<file path="src/rtl/cipher_pkg.sv">
// Shared cipher datapath types: iterative-engine FSM states and the 16-bit nibble-mixing layer.
package cipher_pkg;

  localparam int COL_W = 16;

  typedef enum logic [1:0] {
    ST_IDLE = 2'd0,
    ST_RUN  = 2'd1,
    ST_DONE = 2'd2
  } mix_state_e;

  // The nibble order is n0 = [3:0] through n3 = [15:12].
  function automatic logic [COL_W-1:0] mix_fwd(input logic [COL_W-1:0] n);
    logic [3:0] o0, o1, o2, o3;
    o0 = n[15:12] ^ n[11:8];
    o1 = n[3:0];
    o2 = n[3:0] ^ n[7:4];
    o3 = n[11:8];
    return {o3, o2, o1, o0};
  endfunction

  function automatic logic [COL_W-1:0] mix_inv(input logic [COL_W-1:0] o);
    logic [3:0] n0, n1, n2, n3;
    n0 = o[7:4];
    n1 = o[11:8] ^ o[7:4];
    n2 = o[15:12];
    n3 = o[3:0] ^ o[15:12];
    return {n3, n2, n1, n0};
  endfunction

endpackage

</file>
<file path="src/rtl/mix_col.sv">
// Combinational forward/inverse nibble-mixing transform of one 16-bit column.
// Zero latency and no flow control: the enclosing engine registers the result.
module mix_col
  import cipher_pkg::*;
(
  input  logic [COL_W-1:0] i_col,
  input  logic             i_inv,
  output logic [COL_W-1:0] o_col
);

  assign o_col = i_inv ? mix_inv(i_col) : mix_fwd(i_col);

endmodule

</file>
<file path="src/rtl/mix_layer_iter.sv">
// Iterative mixing engine: NCOL columns, one layer pass per clock, one word in flight.
// Result valid P edges after accept (P=0: on the accept edge); output holds under backpressure.
module mix_layer_iter
  import cipher_pkg::*;
#(
  parameter int NCOL   = 4,
  parameter int PASS_W = 3
) (
  input  logic                  i_clk,
  input  logic                  i_rst,
  input  logic                  i_in_valid,
  output logic                  o_in_ready,
  input  logic [NCOL*COL_W-1:0] i_in_data,
  input  logic                  i_in_inv,
  input  logic [PASS_W-1:0]     i_in_passes,
  output logic                  o_out_valid,
  input  logic                  i_out_ready,
  output logic [NCOL*COL_W-1:0] o_out_data
);

  mix_state_e              r_fsm;
  mix_state_e              w_fsm_nxt;
  logic [NCOL*COL_W-1:0]   r_data;
  logic [NCOL*COL_W-1:0]   w_mixed;
  logic                    r_mode;
  logic [PASS_W-1:0]       r_cnt;
  logic                    w_accept;

  for (genvar c = 0; c < NCOL; c++) begin : g_col
    mix_col u_mix_col (
      .i_col (r_data[c*COL_W +: COL_W]),
      .i_inv (r_mode),
      .o_col (w_mixed[c*COL_W +: COL_W])
    );
  end

  // Handshake outputs depend only on the registered state.
  assign o_in_ready  = (r_fsm == ST_IDLE);
  assign o_out_valid = (r_fsm == ST_DONE);
  assign o_out_data  = r_data;
  assign w_accept    = i_in_valid && o_in_ready;

  always_comb begin
    w_fsm_nxt = r_fsm;
    case (r_fsm)
      ST_IDLE: begin
        if (w_accept) begin
          w_fsm_nxt = (i_in_passes == '0) ? ST_DONE : ST_RUN;
        end
      end
      ST_RUN: begin
        if (r_cnt == PASS_W'(1)) begin
          w_fsm_nxt = ST_DONE;
        end
      end
      ST_DONE: begin
        if (i_out_ready) begin
          w_fsm_nxt = ST_IDLE;
        end
      end
      default: w_fsm_nxt = ST_IDLE;
    endcase
  end

  always_ff @(posedge i_clk or posedge i_rst) begin
    if (i_rst) begin
      r_fsm <= ST_IDLE;
    end else begin
      r_fsm <= w_fsm_nxt;
    end
  end

  always_ff @(posedge i_clk or posedge i_rst) begin
    if (i_rst) begin
      r_data <= '0;
      r_mode <= 1'b0;
      r_cnt  <= '0;
    end else begin
      if (r_fsm == ST_IDLE) begin
        if (w_accept) begin
          r_data <= i_in_data;
          r_mode <= i_in_inv;
          r_cnt  <= i_in_passes;
        end
      end else if (r_fsm == ST_RUN) begin
        r_data <= w_mixed;
        r_cnt  <= r_cnt - PASS_W'(1);
      end
    end
  end

endmodule

</file>
<file path="config.mk">
export PLATFORM = sky130hd
export DESIGN_NAME = mix_layer_iter
export DESIGN_NICKNAME = d
export VERILOG_FILES = /design/src/rtl/cipher_pkg.sv /design/src/rtl/mix_col.sv /design/src/rtl/mix_layer_iter.sv
export SDC_FILE = /design/constraint.sdc
export NUM_CORES = 1
export LEC_CHECK = 0
export CAP_MARGIN = 20
export CORE_AREA = 4 4 121 123
export DETAILED_ROUTE_END_ITERATION = 6
export DIE_AREA = 0 0 125 127
export GPL_TIMING_DRIVEN = 0
export PLACE_DENSITY_LB_ADDON = 0.3
export SLEW_MARGIN = 15
export SYNTH_ARGS = -nofsm -noshare
export SYNTH_HDL_FRONTEND = slang
export SYNTH_HIERARCHICAL = 1
export SYNTH_SLANG_ARGS = --single-unit
export TNS_END_PERCENT = 5
</file>
<file path="constraint.sdc">
create_clock -name i_clk -period 2.1 [get_ports i_clk]
set_clock_uncertainty 0.15 [all_clocks]
set_input_delay 0.21 -clock i_clk [delete_from_list [all_inputs] [get_ports i_clk]]
set_output_delay 0.21 -clock i_clk [all_outputs]
set_load 0.02 [all_outputs]
</file>
# Word-level counts from Yosys, hierarchy flattened

Index checks and enable logic that the tools add are counted.
Widths: inputs -> output; s select.

Flip-flop bits (word level): 70
Word-level logic and storage cells: 49
Input port bits: 72

Reductions and logical operators: 7
Multiplexer cells: 15
Bitwise gates (word level): 16
Add/subtract/negate cells: 1
Eq/ne operators: 6

Operators by type and width:

| kind                | count |
|---|---|
| $mux 64             | 3 |
| $mux 16             | 4 |
| $xor 4x4->4         | 16 |
| $mux 3              | 3 |
| $mux 2              | 4 |
| $pmux 2 s3          | 1 |
| $ne 2x1->1 const B  | 2 |
| $reduce_and 2->1    | 2 |
| $eq 3x1->1 const B  | 1 |
| $logic_not 3->1     | 1 |
| $reduce_and 3->1    | 1 |
| $sub 3x1->3 const B | 1 |
| $eq 2x1->1 const B  | 1 |
| $eq 2x2->1 const B  | 1 |
| $logic_not 2->1     | 1 |
| $ne 2x2->1 const B  | 1 |
| $reduce_bool 2->1   | 1 |
| $logic_and 1x1->1   | 1 |

# Longest topological paths before layout

Depth in word-level cells: 4
Mapped depth: 6

# Cells and area by module

The synthesis kept the hierarchy.

By module, submodules not included:

| module         | cells each | area an instance (sq um) | instances |
|---|---|---|---|
| mix_layer_iter | 318        | 3326.9                   | 1 |
| mix_col        | 51         | 336.6                    | 4 |

# Least setup slack after synthesis

Ideal clock, no wire load.

Path kind: reg2reg
From: reg r_mode
To: reg r_data[24], in the netlist o_out_data[24]
Buffers on the path: 1
Period minus slack after synthesis: 1.539 ns
Cell stages (with the launch flop): 6
Arrival time: 1.307 ns
Data required time: 1.867 ns
Path slack: 0.561 ns
Path through: dfrtp_1 -> buf_6 -> nand2_1 -> o21ai_0 -> mux2i_1 -> o21ai_0

Cells in the longest elaborated chain, start to end: 3

Ends and longest elaborated chain:

| item                   | line                 | source |
|---|---|---|
| from (decl)            | mix_layer_iter.sv:25 | `logic r_mode;` |
| from (signal assigned) | mix_layer_iter.sv:82 | `r_mode <= i_in_inv;` |
| $mux 16                | mix_col.sv:11        | `assign o_col = i_inv ? mix_inv(i_col) : mix_fwd(i_col);` |
| via w_mixed[24]        | mix_layer_iter.sv:24 | `logic [NCOL*COL_W-1:0] w_mixed;` |
| $mux 64                | mix_layer_iter.sv:85 | `end else if (r_fsm == ST_RUN) begin` |
| $mux 64                | mix_layer_iter.sv:79 | `if (r_fsm == ST_IDLE) begin` |
| to (signal assigned)   | mix_layer_iter.sv:81 | `r_data <= i_in_data;` |
| to (signal assigned)   | mix_layer_iter.sv:86 | `r_data <= w_mixed;` |
| to (decl)              | mix_layer_iter.sv:23 | `logic [NCOL*COL_W-1:0] r_data;` |

The timed path passes the listed nets, and every way through them passes these cells. The select of a mux whose other input is x is not followed.
A chain may end at the register's enable or synchronous reset.

# Final worst setup path

From: reg r_fsm[1]
To: out o_in_ready

Cells in the longest elaborated chain, start to end: 1

Ends and longest elaborated chain:

| item                   | line                 | source |
|---|---|---|
| from (decl)            | mix_layer_iter.sv:21 | `mix_state_e r_fsm;` |
| from (signal assigned) | mix_layer_iter.sv:69 | `r_fsm <= w_fsm_nxt;` |
| $logic_not 2->1        | mix_layer_iter.sv:38 | `assign o_in_ready = (r_fsm == ST_IDLE);` |
| to (decl)              | mix_layer_iter.sv:12 | `output logic o_in_ready,` |

Every way passes these cells.

==> qor.txt <==
DRT Pass-1 Iters - 4
WL/cell - 16.4 um
Fraction of layout cells with a size suffix above 1 - 0.112
Setup CP Type - flip-flop to output port
Synth unique cells - 28
Most common cell after layout, fill and taps aside - clkdlybuf4s50_1
Detailed-route DRC error count - 0
Gr usage total - 0.178
Vias in the first global route - 4308
Pwr/cell area - 1960 nW/um^2
Leak pwr - 2.64 nW
Layout area overhead - 41.6%
Filler-free cell count of the finished design - 857
Worst-path clk slew - 60 ps
Net switching power - 5.92 mW
IO Pins - 138
Internal power - 7.04 mW
Max Slew Vio Count - 0
Post-Syn Area - 4670 um^2
Cells after Synth - 522
Final Hold Fails - 0
Fmax - 523 MHz
DP Cell Count - 841
Maximum vdd drop - 0.000882 V
Worst-Margin Slew - 592 ps
Finish-stage setup viols - 0
Worst skew pair latency - 340 ps
Root Driver - clkbuf_16
Ys async rst share - 1.00
Hold Path Class - input port to async pin
Worst Setup Start Kind - flip-flop
Final GP Congestion - 0.831
Top_reg_cell synth - dfrtp_1
WHS - 60.8 ps
Arrival @ worst endpoint - 1550 ps
Clk sinks - 70
Syn Area/Cell - 8.95 um^2
Core area - 13700 um^2
Clock Power Share - 0.122
Gate power share - 0.624
Post-synth top area cell - dfrtp_1
Via count - 4223
Largest net degree at the start of global routing - 30
Most frequent cells in the layout - 135 x clkdlybuf4s50_1, 100 x nand2_1, 82 x o21ai_0
DRT Wirelength - 14.0 mm
Initial antenna violation count - 0
GRT overflow - 0
Tcrit/Tclk final - 0.910
CP Buf/Inv Count - 3
NumNets Final - 746
Setup crit end kind - output port
Post-synth EDFFs - 0
Final ANT Viol Nets - 0
Fill cells - 1316
Setup Total Neg Slack - 0 ps
Slew margin rel. - 0.606
Largest delay share family, worst path - buffers and inverters
Final HPWL DP - 9.80 mm
Seq cells post-synth - 70
Period minus WS final - 1910 ps
First-pass GRT wire length - 23.0 mm
Die height - 127 um
TritonCTS Buffers - 9
Sw frac - 0.457
Synth top area cells - dfrtp_1 37%, mux2i_1 14%, xnor2_1 12%
Via density - 4.93
Critical path's slowest cell - dfrtp_1
Die width - 125 um
Sequential share of power - 0.255
TritonCTS clock tree - built
Die area - 15900 um^2
Port Buffers - 137
Status - finished, final reports clean
FF/Latch Area - 1750 um^2
CTS Buffer Depth - 2
CTS H-tree lvls - 3
CP Max Fanout - 19
Max Cap Viol - 0
RSZ-0062 raised after global routing - no
Area of the multi-input gates - 2620 um^2
# diodes - 0
Register area share after synthesis - 0.375
Critical path required time - 1740 ps
Ys Warns - 6
Initial Utilization - 0.342
Crit path cell chain - buf_6 > nor2_8 > buf_8 > clkdlybuf4s15_2
DRT iter0 DRCs - 228
Row cnt - 43
CP peak stage delay - 370 ps
Post-Syn Nets - 596
Yosys top cell area share - 0.375
Setup Buffers After CTS - 0
## metrics by stage
step / util / power [mW] / setup slack [ps] / instance area (um^2)
3_5_place_dp: 0.462 / 11.4 / 51.8 / 6310
3_3_place_gp: 0.459 / 11.2 / -9.16 / 6270
5_1_grt: 0.484 / 14.0 / 93.1 / 6620
2_1_floorplan: - / 8.68 / 561 / 4680
6_report: 0.484 / 13.0 / 189 / 6620
4_1_cts: 0.484 / 13.1 / 21.7 / 6620
## state kept, by name, summed over array words and instances (netlist names)
name	cells
o_out_data	64
r_cnt	3
r_fsm	2
r_mode	1
## layout make-up
type,count,share of cell area
multi-input combinational,412,0.396
tap,180,0.0340
inverter,5,0.00340
clock inverter,4,0.00681
sequential,70,0.265
buffer,34,0.0418
clock buffer,12,0.0388
timing repair buffer,140,0.215
## cells by family (layout without fill, tap and decap cells)
logic type,count (synthesis),count (layout),synth area share
adder cells (fa/ha/maj),2,2,0.00535
multiplexers,65,65,0.139
AND/OR/NAND/NOR,141,141,0.122
buffers and inverters,40,195,0.0648
flip-flops,70,70,0.375
AO/OA/AOI/OAI,140,140,0.174
XOR/XNOR,64,64,0.120
## worst register-to-register path: cells and delay by family, from the launching register on
family / cells / cell delay [ps]
mux: 1 / 90
flops: 1 / 710
buf+inv: 2 / 450
simple gates: 1 / 60
compound gates: 2 / 250
## path summary, 6_finish.rpt
check	cells past startpoint	slack, ps	from	end
worst max-delay path	4	190	r_fsm[1]$_DFFE_PP0P_	o_in_ready
worst min-delay path	2	60	i_rst	o_out_data[29]$_DFFE_PP0P_
worst max register to register	6	290	r_mode$_DFFE_PP0P_	o_out_data[40]$_DFFE_PP0P_
worst min register to register	2	330	r_cnt[1]$_DFFE_PP0P_	r_cnt[1]$_DFFE_PP0P_
max in group asynchronous	3	1260	i_rst	o_out_data[62]$_DFFE_PP0P_
min in group i_clk	2	330	r_cnt[1]$_DFFE_PP0P_	r_cnt[1]$_DFFE_PP0P_
## synthesized netlist by cell type, types with 2 or more instances
| cell | number |
|---|---|
| a21oi_1 | 12 |
| a21oi_2 | 24 |
| buf_2 | 8 |
| buf_4 | 5 |
| buf_6 | 15 |
| clkbuf_1 | 6 |
| dfrtp_1 | 70 |
| ha_1 | 2 |
| inv_1 | 5 |
| mux2i_1 | 64 |
| nand2_1 | 100 |
| nor2_1 | 33 |
| nor3b_1 | 2 |
| o21ai_0 | 82 |
| o21ai_1 | 18 |
| xnor2_1 | 64 |
## layer usage
layer / wire (um) / up-vias / GRT usage / share of wire
met5: 0 / - / 0 / 0
met4: 264 / 0 / 0.0619 / 0.019
met3: 783 / 17 / 0.0347 / 0.056
met2: 6520 / 143 / 0.284 / 0.46
met1: 6480 / 2001 / 0.243 / 0.46
li1: - / 2062 / - / -
## power groups by stage
stage / logic [mW] / registers (mW) / clock network, mW
after floorplan: 4.83 / 3.85 / 0
after global placement: 7.91 / 3.31 / 0
after detailed placement: 8.08 / 3.34 / 0
after CTS: 8.12 / 3.34 / 1.61
after global routing: 8.90 / 3.45 / 1.67
final: 8.08 / 3.30 / 1.58
## what timing repair did
item / 4_1_cts / 5_1_grt
hold buffers: 0 / 0
resized for setup: 4 / 1
setup endpoints to repair: 2 / 1
(Power assumes the default switching activity.)
